### config.mk
export PLATFORM = sky130hd
export DESIGN_NAME = fetch_prefetch_unit
export DESIGN_NICKNAME = d
export VERILOG_FILES = /design/src/rtl/common_pkg.sv /design/src/rtl/fetch_prefetch_unit_sync_fifo.sv /design/src/rtl/fetch_prefetch_unit.sv
export SDC_FILE = /design/constraint.sdc
export NUM_CORES = 1
export LEC_CHECK = 0
export ABC_AREA = 1
export BUFFER_PORTS_ARGS = -buffer_cell sky130_fd_sc_hd__buf_2
export CAP_MARGIN = 20
export CORE_UTILIZATION = 36
export CTS_BUF_LIST = sky130_fd_sc_hd__clkbuf_4 sky130_fd_sc_hd__clkbuf_8
export DETAILED_ROUTE_END_ITERATION = 12
export PLACE_DENSITY = 0.53
export REMOVE_ABC_BUFFERS = 1
export SYNTH_ARGS = -nofsm -noshare
export SYNTH_HDL_FRONTEND = slang
export SYNTH_SLANG_ARGS = --single-unit
export TNS_END_PERCENT = 20
### constraint.sdc
create_clock -name clk -period 4.25 [get_ports clk]
set_input_delay 0.2125 -clock clk [delete_from_list [all_inputs] [get_ports clk]]
set_output_delay 0.2125 -clock clk [all_outputs]
set_load 0.005 [all_outputs]
### src/rtl/common_pkg.sv
// Shared pipeline types: the instruction word, the IF/ID payload, the fetch FSM states.
package common;

  typedef logic [31:0] instruction_type;

  typedef struct packed {
    logic [31:0]     pc;
    instruction_type instruction;
  } if_id_type;

  typedef enum logic {
    FETCH_BOOT,
    FETCH_RUN
  } fetch_state_type;

  // addi x0, x0, 0
  localparam instruction_type NOP_INSTRUCTION = 32'h0000_0013;

endpackage

### src/rtl/fetch_prefetch_unit_sync_fifo.sv
// Synchronous first-word-fall-through FIFO with flush; head is read combinationally.
module sync_fifo #(
  parameter int WIDTH = 32,
  parameter int DEPTH = 4
) (
  input  logic                     clk,
  input  logic                     reset_n,
  input  logic                     push,
  input  logic                     pop,
  input  logic                     flush,
  input  logic [WIDTH-1:0]         wdata,
  output logic [WIDTH-1:0]         rdata,
  output logic                     full,
  output logic                     empty,
  output logic [$clog2(DEPTH):0]   count
);

  localparam int AW = (DEPTH > 1) ? $clog2(DEPTH) : 1;
  localparam int CW = $clog2(DEPTH) + 1;

  logic [WIDTH-1:0] mem [DEPTH];
  logic [AW-1:0]    wr_ptr;
  logic [AW-1:0]    rd_ptr;
  logic             do_push;
  logic             do_pop;

  function automatic logic [AW-1:0] next_ptr(input logic [AW-1:0] ptr);
    return (ptr == AW'(DEPTH - 1)) ? '0 : ptr + 1'b1;
  endfunction

  assign empty   = (count == '0);
  assign full    = (count == CW'(DEPTH));
  assign do_pop  = pop && !empty;
  // A push into a full FIFO is only legal when the head leaves at the same edge.
  assign do_push = push && (!full || do_pop);
  assign rdata   = mem[rd_ptr];

  // Storage write.
  // NOTE: the data array has no reset; pointers and count define validity, so
  // leaving it unreset keeps it a plain RAM without a reset fan-out.
  always_ff @(posedge clk) begin
    if (do_push && !flush) mem[wr_ptr] <= wdata;
  end

  // Pointer and occupancy bookkeeping; flush empties the FIFO in one edge.
  // NOTE: sequential state is written only with <= so every flop samples
  // pre-edge values regardless of statement order.
  always_ff @(posedge clk or negedge reset_n) begin
    if (!reset_n) begin
      wr_ptr <= '0;
      rd_ptr <= '0;
      count  <= '0;
    end else if (flush) begin
      wr_ptr <= '0;
      rd_ptr <= '0;
      count  <= '0;
    end else begin
      if (do_push) wr_ptr <= next_ptr(wr_ptr);
      if (do_pop)  rd_ptr <= next_ptr(rd_ptr);
      count <= count + CW'(do_push) - CW'(do_pop);
    end
  end

endmodule

### src/rtl/fetch_prefetch_unit.sv
// Instruction fetch: credit-limited pipelined requests, in-order response pairing,
// prefetch buffer towards decode, and flush with discard of wrong-path responses.
module fetch_prefetch_unit
  import common::*;
#(
  parameter logic [31:0] RESET_PC        = 32'h0000_0000,
  parameter int          FIFO_DEPTH      = 4,
  parameter int          MAX_OUTSTANDING = 4
) (
  input  logic        clk,
  input  logic        reset_n,
  output logic        imem_req,
  output logic [31:0] imem_addr,
  input  logic        imem_gnt,
  input  logic        imem_rvalid,
  input  logic [31:0] imem_rdata,
  input  logic        stall,
  input  logic        flush,
  input  logic [31:0] flush_target,
  output logic        if_id_valid,
  output if_id_type   if_id_out
);

  localparam int FCW = $clog2(FIFO_DEPTH) + 1;
  localparam int OCW = $clog2(MAX_OUTSTANDING) + 1;

  fetch_state_type state;
  fetch_state_type next_state;
  logic [31:0]     fetch_pc;
  logic [OCW-1:0]  discard;

  logic            grant;
  logic            drop;
  logic            credit_ok;
  logic [31:0]     in_use;
  logic [OCW-1:0]  outstanding_next;

  logic            buf_push;
  logic            buf_pop;
  logic            buf_full;
  logic            buf_empty;
  logic [FCW-1:0]  buf_count;
  if_id_type       buf_head;

  logic            pcq_full;
  logic            pcq_empty;
  logic [OCW-1:0]  pcq_count;
  logic [31:0]     pcq_head;

  // Every accepted request occupies a buffer slot until decode takes it, so the
  // buffer can never overflow.
  assign in_use    = 32'(buf_count) + 32'(pcq_count);
  assign credit_ok = !buf_full && !pcq_full && (in_use < 32'(FIFO_DEPTH));

  assign grant            = imem_req && imem_gnt;
  assign drop             = flush || (discard != '0);
  assign buf_push         = imem_rvalid && !drop;
  assign buf_pop          = !buf_empty && !stall && !flush;
  assign outstanding_next = pcq_count + OCW'(grant) - OCW'(imem_rvalid);
  assign imem_addr        = fetch_pc;
  assign if_id_valid      = !buf_empty;

  // Prefetch buffer of {pc, instruction} towards decode.
  sync_fifo #(.WIDTH(64), .DEPTH(FIFO_DEPTH)) u_buf (
    .clk     (clk),
    .reset_n (reset_n),
    .push    (buf_push),
    .pop     (buf_pop),
    .flush   (flush),
    .wdata   ({pcq_head, imem_rdata}),
    .rdata   (buf_head),
    .full    (buf_full),
    .empty   (buf_empty),
    .count   (buf_count)
  );

  // PCs of in-flight requests; survives flush so late responses still pair up.
  sync_fifo #(.WIDTH(32), .DEPTH(MAX_OUTSTANDING)) u_pcq (
    .clk     (clk),
    .reset_n (reset_n),
    .push    (grant),
    .pop     (imem_rvalid && !pcq_empty),
    .flush   (1'b0),
    .wdata   (fetch_pc),
    .rdata   (pcq_head),
    .full    (pcq_full),
    .empty   (pcq_empty),
    .count   (pcq_count)
  );

  // FSM state register.
  always_ff @(posedge clk or negedge reset_n) begin
    if (!reset_n) state <= FETCH_BOOT;
    else          state <= next_state;
  end

  // Next state and request valid.
  // NOTE: every output of this block gets a default first, so no path leaves
  // a value unassigned and no latch is inferred.
  always_comb begin
    next_state = state;
    imem_req   = 1'b0;
    case (state)
      FETCH_BOOT: next_state = FETCH_RUN;
      FETCH_RUN:  imem_req   = credit_ok && !flush;
      default:    next_state = FETCH_BOOT;
    endcase
  end

  // Fetch address: redirect wins, otherwise advance on grant (wraps at 2^32).
  always_ff @(posedge clk or negedge reset_n) begin
    if (!reset_n)   fetch_pc <= RESET_PC;
    else if (flush) fetch_pc <= flush_target & ~32'h3;
    else if (grant) fetch_pc <= fetch_pc + 32'd4;
  end

  // Wrong-path responses still owed after a flush are dropped in arrival order.
  always_ff @(posedge clk or negedge reset_n) begin
    if (!reset_n)                           discard <= '0;
    else if (flush)                         discard <= outstanding_next;
    else if (imem_rvalid && discard != '0)  discard <= discard - 1'b1;
  end

  // Decode view: buffer head, or a NOP at pc 0 when nothing is buffered.
  always_comb begin
    if_id_out = buf_head;
    if (buf_empty) begin
      if_id_out.pc          = 32'h0;
      if_id_out.instruction = NOP_INSTRUCTION;
    end
  end

endmodule

Word-level counts from Yosys, hierarchy flattened
Memories as Yosys holds them, arrays and structs flattened.
Cells that the tools add are included.
- divide/modulo/power cells: 0
- magnitude comparators: 1
- reductions and logical operators: 31
- add/subtract/negate cells: 13
- multipliers: 0
- bitwise operators: 0
- mux-type cells: 19
- equality and inequality tests: 6
- shift operators: 0
- operators by type and width (operator ; count):
    32-bit 2-to-1 mux ; 2
    64-bit 2-to-1 mux ; 1
    32-bit by 3-bit adder with 32-bit output (second input constant) ; 1
    2-bit 2-to-1 mux ; 8
    1-bit logical AND ; 14
    3-bit by 1-bit adder with 3-bit output ; 3
    3-bit 2-to-1 mux ; 3
    3-bit by 1-bit subtractor with 3-bit output ; 3
    2-bit by 1-bit adder with 2-bit output (second input constant) ; 4
    2-bit == test (second input constant) ; 4
    2-bit nonzero test ; 4
    1-bit logical NOT ; 7
    3-bit == test (second input constant) ; 2
    3-bit logical NOT ; 2
    1-bit 2-to-1 mux ; 5
    3-bit by 3-bit adder with 4-bit output ; 1
    4-bit by 3-bit < comparator with 1-bit output (second input constant) ; 1
    1-bit logical OR ; 3
    3-bit nonzero test ; 1
    3-bit by 1-bit subtractor with 3-bit output (second input constant) ; 1
- word-level logic and storage cells: 81
- bits in registers: 50
- memory bits (read-only): 0
- RAM bits: 384
- bits of input ports: 70
- latch bits: 0
- memories kept: 2
- memory list (memory ; depth ; bits a word ; rd ports ; clocked after memory_dff ; write ports ; line ; text):
    u_buf.mem ; 4 ; 64 ; 1 ; 0 ; 1 ; fetch_prefetch_unit_sync_fifo.sv:21 ; logic [WIDTH-1:0] mem [DEPTH];
    u_pcq.mem ; 4 ; 32 ; 1 ; 0 ; 1 ; fetch_prefetch_unit_sync_fifo.sv:21 ;

Depth between registers and ports, before layout
- depth in word-level cells: 10
- gate-level depth with buffers: 13

Cells and area by module
From an unflattened synthesis, not the netlist that was laid out.
- cell total of the unflattened synthesis: 1596
- area, all modules: 18420.2 um2
- modules (own cells, without submodules) (module ; cells an instance ; times used ; area each (um2) ; seq. area each (um2)):
    sync_fifo (u_buf) ; 680 ; 1 ; 10038.4 ; 7862.5
    sync_fifo (u_pcq) ; 372 ; 1 ; 5217.5 ; 4018.9
    fetch_prefetch_unit ; 544 ; 1 ; 3164.3 ; 850.8

Worst setup path before layout
Ideal clock, no wire load.
- kind: flip-flop to flip-flop
- start point: register discard[0]
- end point: memory u_buf.mem[0][0], enable pin
- cell stages (with the launch flop): 7
- path buffers: 0
- setup slack: 0.268 ns
- clock period less this slack: 3.982 ns
- data arrival time: 3.500 ns
- setup time: 0.482 ns
- data required time: 3.768 ns
- cells stage by stage: dfrtp_1 inv_1 ha_1 nand2_1 nor3_1 nand2_1 nor2_1
- cells in the longest elaborated chain, start to end: 8
- RTL lines (item ; line ; text):
    from (decl) ; fetch_prefetch_unit.sv:30 ; logic [OCW-1:0] discard;
    from (signal assigned) ; fetch_prefetch_unit.sv:120 ; else if (flush) discard <= outstanding_next;
    from (signal assigned) ; fetch_prefetch_unit.sv:121 ; else if (imem_rvalid && discard != '0) discard <= discard - 1'b1;
    3-bit nonzero test ; fetch_prefetch_unit.sv:56 ; assign drop = flush || (discard != '0);
    1-bit logical OR ; fetch_prefetch_unit.sv:56 ;
    1-bit logical NOT ; fetch_prefetch_unit.sv:57 ; assign buf_push = imem_rvalid && !drop;
    1-bit logical AND ; fetch_prefetch_unit.sv:57 ;
    1-bit logical AND ; fetch_prefetch_unit_sync_fifo.sv:35 ; assign do_push = push && (!full || do_pop);
    1-bit logical AND ; fetch_prefetch_unit_sync_fifo.sv:42 ; if (do_push && !flush) mem[wr_ptr] <= wdata;
    1-bit 2-to-1 mux ; fetch_prefetch_unit_sync_fifo.sv:42 ;
    1-bit 2-to-1 mux (implied by the code) ; fetch_prefetch_unit_sync_fifo.sv:42 ;
    to (decl) ; fetch_prefetch_unit_sync_fifo.sv:21 ;
No other way between the ends.

==> summary.md <==
| Metric | Value |
|---|---|
| TritonCTS clock tree | `yes` |
| Synth cell types | `32` |
| Final wirelength | `roughly 45000 um` |
| Number of inserted diodes | `0` |
| Final ANT Viol Nets | `0` |
| Crit path largest cell delay | `0.80 ns` |
| Crit-path cells | `clkinv_2 -> buf_4 -> o21ai_0 -> a21oi_1 -> buf_2` |
| Clock network power share | `30.0%` |
| Leakage power | `between 0.007 and 0.008 uW` |
| Slowest cell on the critical path | `dfrtp_4` |
| Slew Limit Headroom | `36.0%` |
| CP endpoint kind | `output port` |
| Number of synthesized flops with an enable pin | `368` |
| Final WS setup | `0.961 ns` |
| Period utilisation layout | `77.4%` |
| Largest net degree at the start of global routing | `83` |
| TNS Setup | `0 ns` |
| Reg power frac | `45.1%` |
| Synth top area cells | `edfxtp_1 63%, nor2_1 7.8%, dfrtp_1 6.9%, o21ai_0 5.6%, nand2_1 4.7%` |
| Number of global-route vias before repair | `11563` |
| First-pass GRT wire length | `68000 um` |
| Max-cap violations | `0` |
| Max clock buf depth | `3` |
| Initial core utilization | `approximately 37%` |
| WP buf/inv | `3` |
| Final Wtd Congestion | `0.790` |
| RSZ-0062 raised after global routing | `false` |
| Fin nets | `1892` |
| Worst hold-check path type | `in -> reg` |
| Max frequency | `304 MHz` |
| CORE AREA | `about 48000 um^2` |
| DR pass1 iterations | `5` |
| Sequential share of the synthesized area | `70.1%` |
| Detail Placement HPWL | `~25000 um` |
| Final setup viols | `0` |
| Htree depth | `3` |
| Worst slew pin tran | `0.960 ns` |
| GRT Resource Usage Total | `a little under a fifth` |
| Synth async-reset ratio | `11.5%` |
| Net Switching | `3850 uW` |
| Worst-Skew Late Latency | `0.61 ns` |
| Congestion Overflow GR | `0` |
| Critical path peak fanout | `69` |
| Predominant post-synthesis flop cell | `edfxtp_1` |
| Status | `completed` |
| Number of placed I/O pins | `between 150 and 200` |
| Netlist Area Pre-Place | `about 17000 um^2` |
| Yosys top cell area share | `63.2%` |
| Vias | `about 12000` |
| Most frequent cells after synthesis | `368 x edfxtp_1, 364 x nor2_1, 220 x nand2_1, 196 x o21ai_0, 61 x a21oi_1` |
| PortBufs | `161` |
| Cts bufs inserted | `72` |
| Die height | `222 um` |
| Wire per inst | `18.1 um` |
| DP Worst Slack | `1.35 ns` |
| Synth Warn # | `0` |
| CP arrival | `3.08 ns` |
| Die area | `49400 um^2` |
| CP top delay family | `buffers and inverters` |
| Most frequent cell after synthesis | `edfxtp_1` |
| Cell Rows | `80` |
| Combinational share of power | `24.9%` |
| P per Cell Area | `557 nW/um^2` |
| Slew Limit Fails | `0` |
| WS Path Type | `reg -> out` |
| Hold Fails Final Rpt | `0` |
| Syn Area/Cell | `11.2 um^2` |
| Critical Path Start Type | `flip-flop` |
| Antenna violations before repair | `0` |
| Iter 0 DRT Violations | `737` |
| CTS clk-pin slew, worst paths | `0.05 ns` |
| Post-CTS setup buffers | `0` |
| Peak supply drop | `0.259 mV` |
| Area Growth Syn to Fin | `19.9%` |
| Share of cells above drive strength 1 | `17.2%` |
| FF+latch count, synth | `416` |
| Syn Inst Count | `1554` |
| Final min period | `around 3.3 ns` |
| Sw Ratio | `approximately a third` |
| # clock sinks | `416` |
| Worst Path Required | `4.04 ns` |
| Die Wd | `about 220 um` |
| Drc violations | `0` |
| Area leader, netlist | `edfxtp_1` |
| Worst clock skew | `0.0225 ns` |
| Internal power | `between 7000 and 8000 uW` |
| Routed vias/inst | `4.89` |
| Root buf cell | `clkbuf_8` |
-- through the flow --
step,hold slack [ns],total power [uW],utilization (%),instance area (um^2),std cells
CTS,0.0661,11800,43.8,21000,2465
global route,0.125,12400,43.8,21000,2465
finish,0.0985,11700,43.8,21000,2465
floorplan,-0.0831,6870,-,17100,1476
detailed placement,0.390,8260,39.6,18900,2275
global placement,0.393,8220,39.6,18900,2275
-- flip-flops by register name (all words and copies together), names as in the netlist --
name	count
u_buf.mem	248
u_pcq.wr_ptr	2
u_buf.wr_ptr	2
u_pcq.mem	120
u_buf.count	3
u_pcq.rd_ptr	2
u_buf.rd_ptr	2
state	1
imem_addr	30
u_pcq.count	3
discard	3
-- power by group through the flow --
stage,logic (uW),clock network [uW],registers (uW)
finish,2910,3510,5260
global route,3290,3780,5290
CTS,2980,3600,5260
detailed placement,2920,0,5340
global placement,2880,0,5330
floorplan,1530,0,5340
-- final cells by class --
type	instances	area, um^2
Multi-Input combinational cell	991	4630
Clock buffer	102	1240
Tap cell	615	769
Fill cell	4482	26900
Clock inverter	24	138
Inverter	69	260
Timing Repair Buffer	248	1660
Sequential cell	416	12300
-- tightest hold or removal path, delay by kind of cell --
kind / cells / cell delay [ns]
AO/OA/AOI/OAI: 1 / 0.14
buffers and inverters: 1 / 0.09
AND/OR/NAND/NOR: 3 / 0.22
-- path summary, 6_finish.rpt --
path                            startpoint          endpoint  slack [ns]  cells after the start
max                        u_buf.rd_ptr[0]     if_id_out[36]        0.96                      5
max reg2reg                     discard[0]  u_buf.mem[1][37]        1.62                      7
min reg2reg                     discard[2]        discard[2]        0.57                      2
min                                  stall   u_buf.rd_ptr[0]         0.1                      5
max in group asynchronous          reset_n   u_buf.rd_ptr[0]        3.49                      3
min in group asynchronous          reset_n    u_buf.count[2]        0.24                      3
-- layout by cell type, fill, tap and decap left out, types with 2 or more instances in the layout --
cell type,count
nand4_1,5
edfxtp_1,368
xor2_1,3
ha_1,21
buf_4,20
clkbuf_8,76
nand3_1,45
conb_1,5
nand2_1,220
nor2_4,4
clkinv_2,4
nand3b_1,12
inv_1,56
o22ai_1,30
dlygate4sd3_1,64
inv_2,7
xnor2_1,11
nand3_2,3
clkbuf_4,26
dfrtp_1,46
o311ai_0,2
clkinv_1,21
a21oi_1,61
buf_2,161
buf_12,3
nor2_1,356
clkinvlp_4,2
fa_1,3
nor2_2,8
o21ai_0,196
-- cells by family (layout without fill, tap and decap cells) --
family	Yosys count	in the layout	synth area share, %
buffers and inverters	150	443	3.68
DFF	416	416	70.1
AOI/OAI and AO/OA	293	293	8.70
other	2	5	0.0430
xor gates and xnor gates	14	14	0.702
adders and majority gates	24	24	1.85
and+or+nand+nor	655	655	14.9
-- timing repair --
action	in CTS	in global routing
hold buffers	64	0
setup endpoints to repair	0	0
hold endpoints to repair	208	0
gates resized for setup	0	0
-- per-layer routing --
layer	wire length, um	vias up	track usage [%]
met5	0	-	0
met3	2140	60	3.08
met2	21300	302	29.7
li1	-	5862	-
met1	20200	5825	24.1
met4	864	0	6.09
Power figures use the tool's default switching activity.
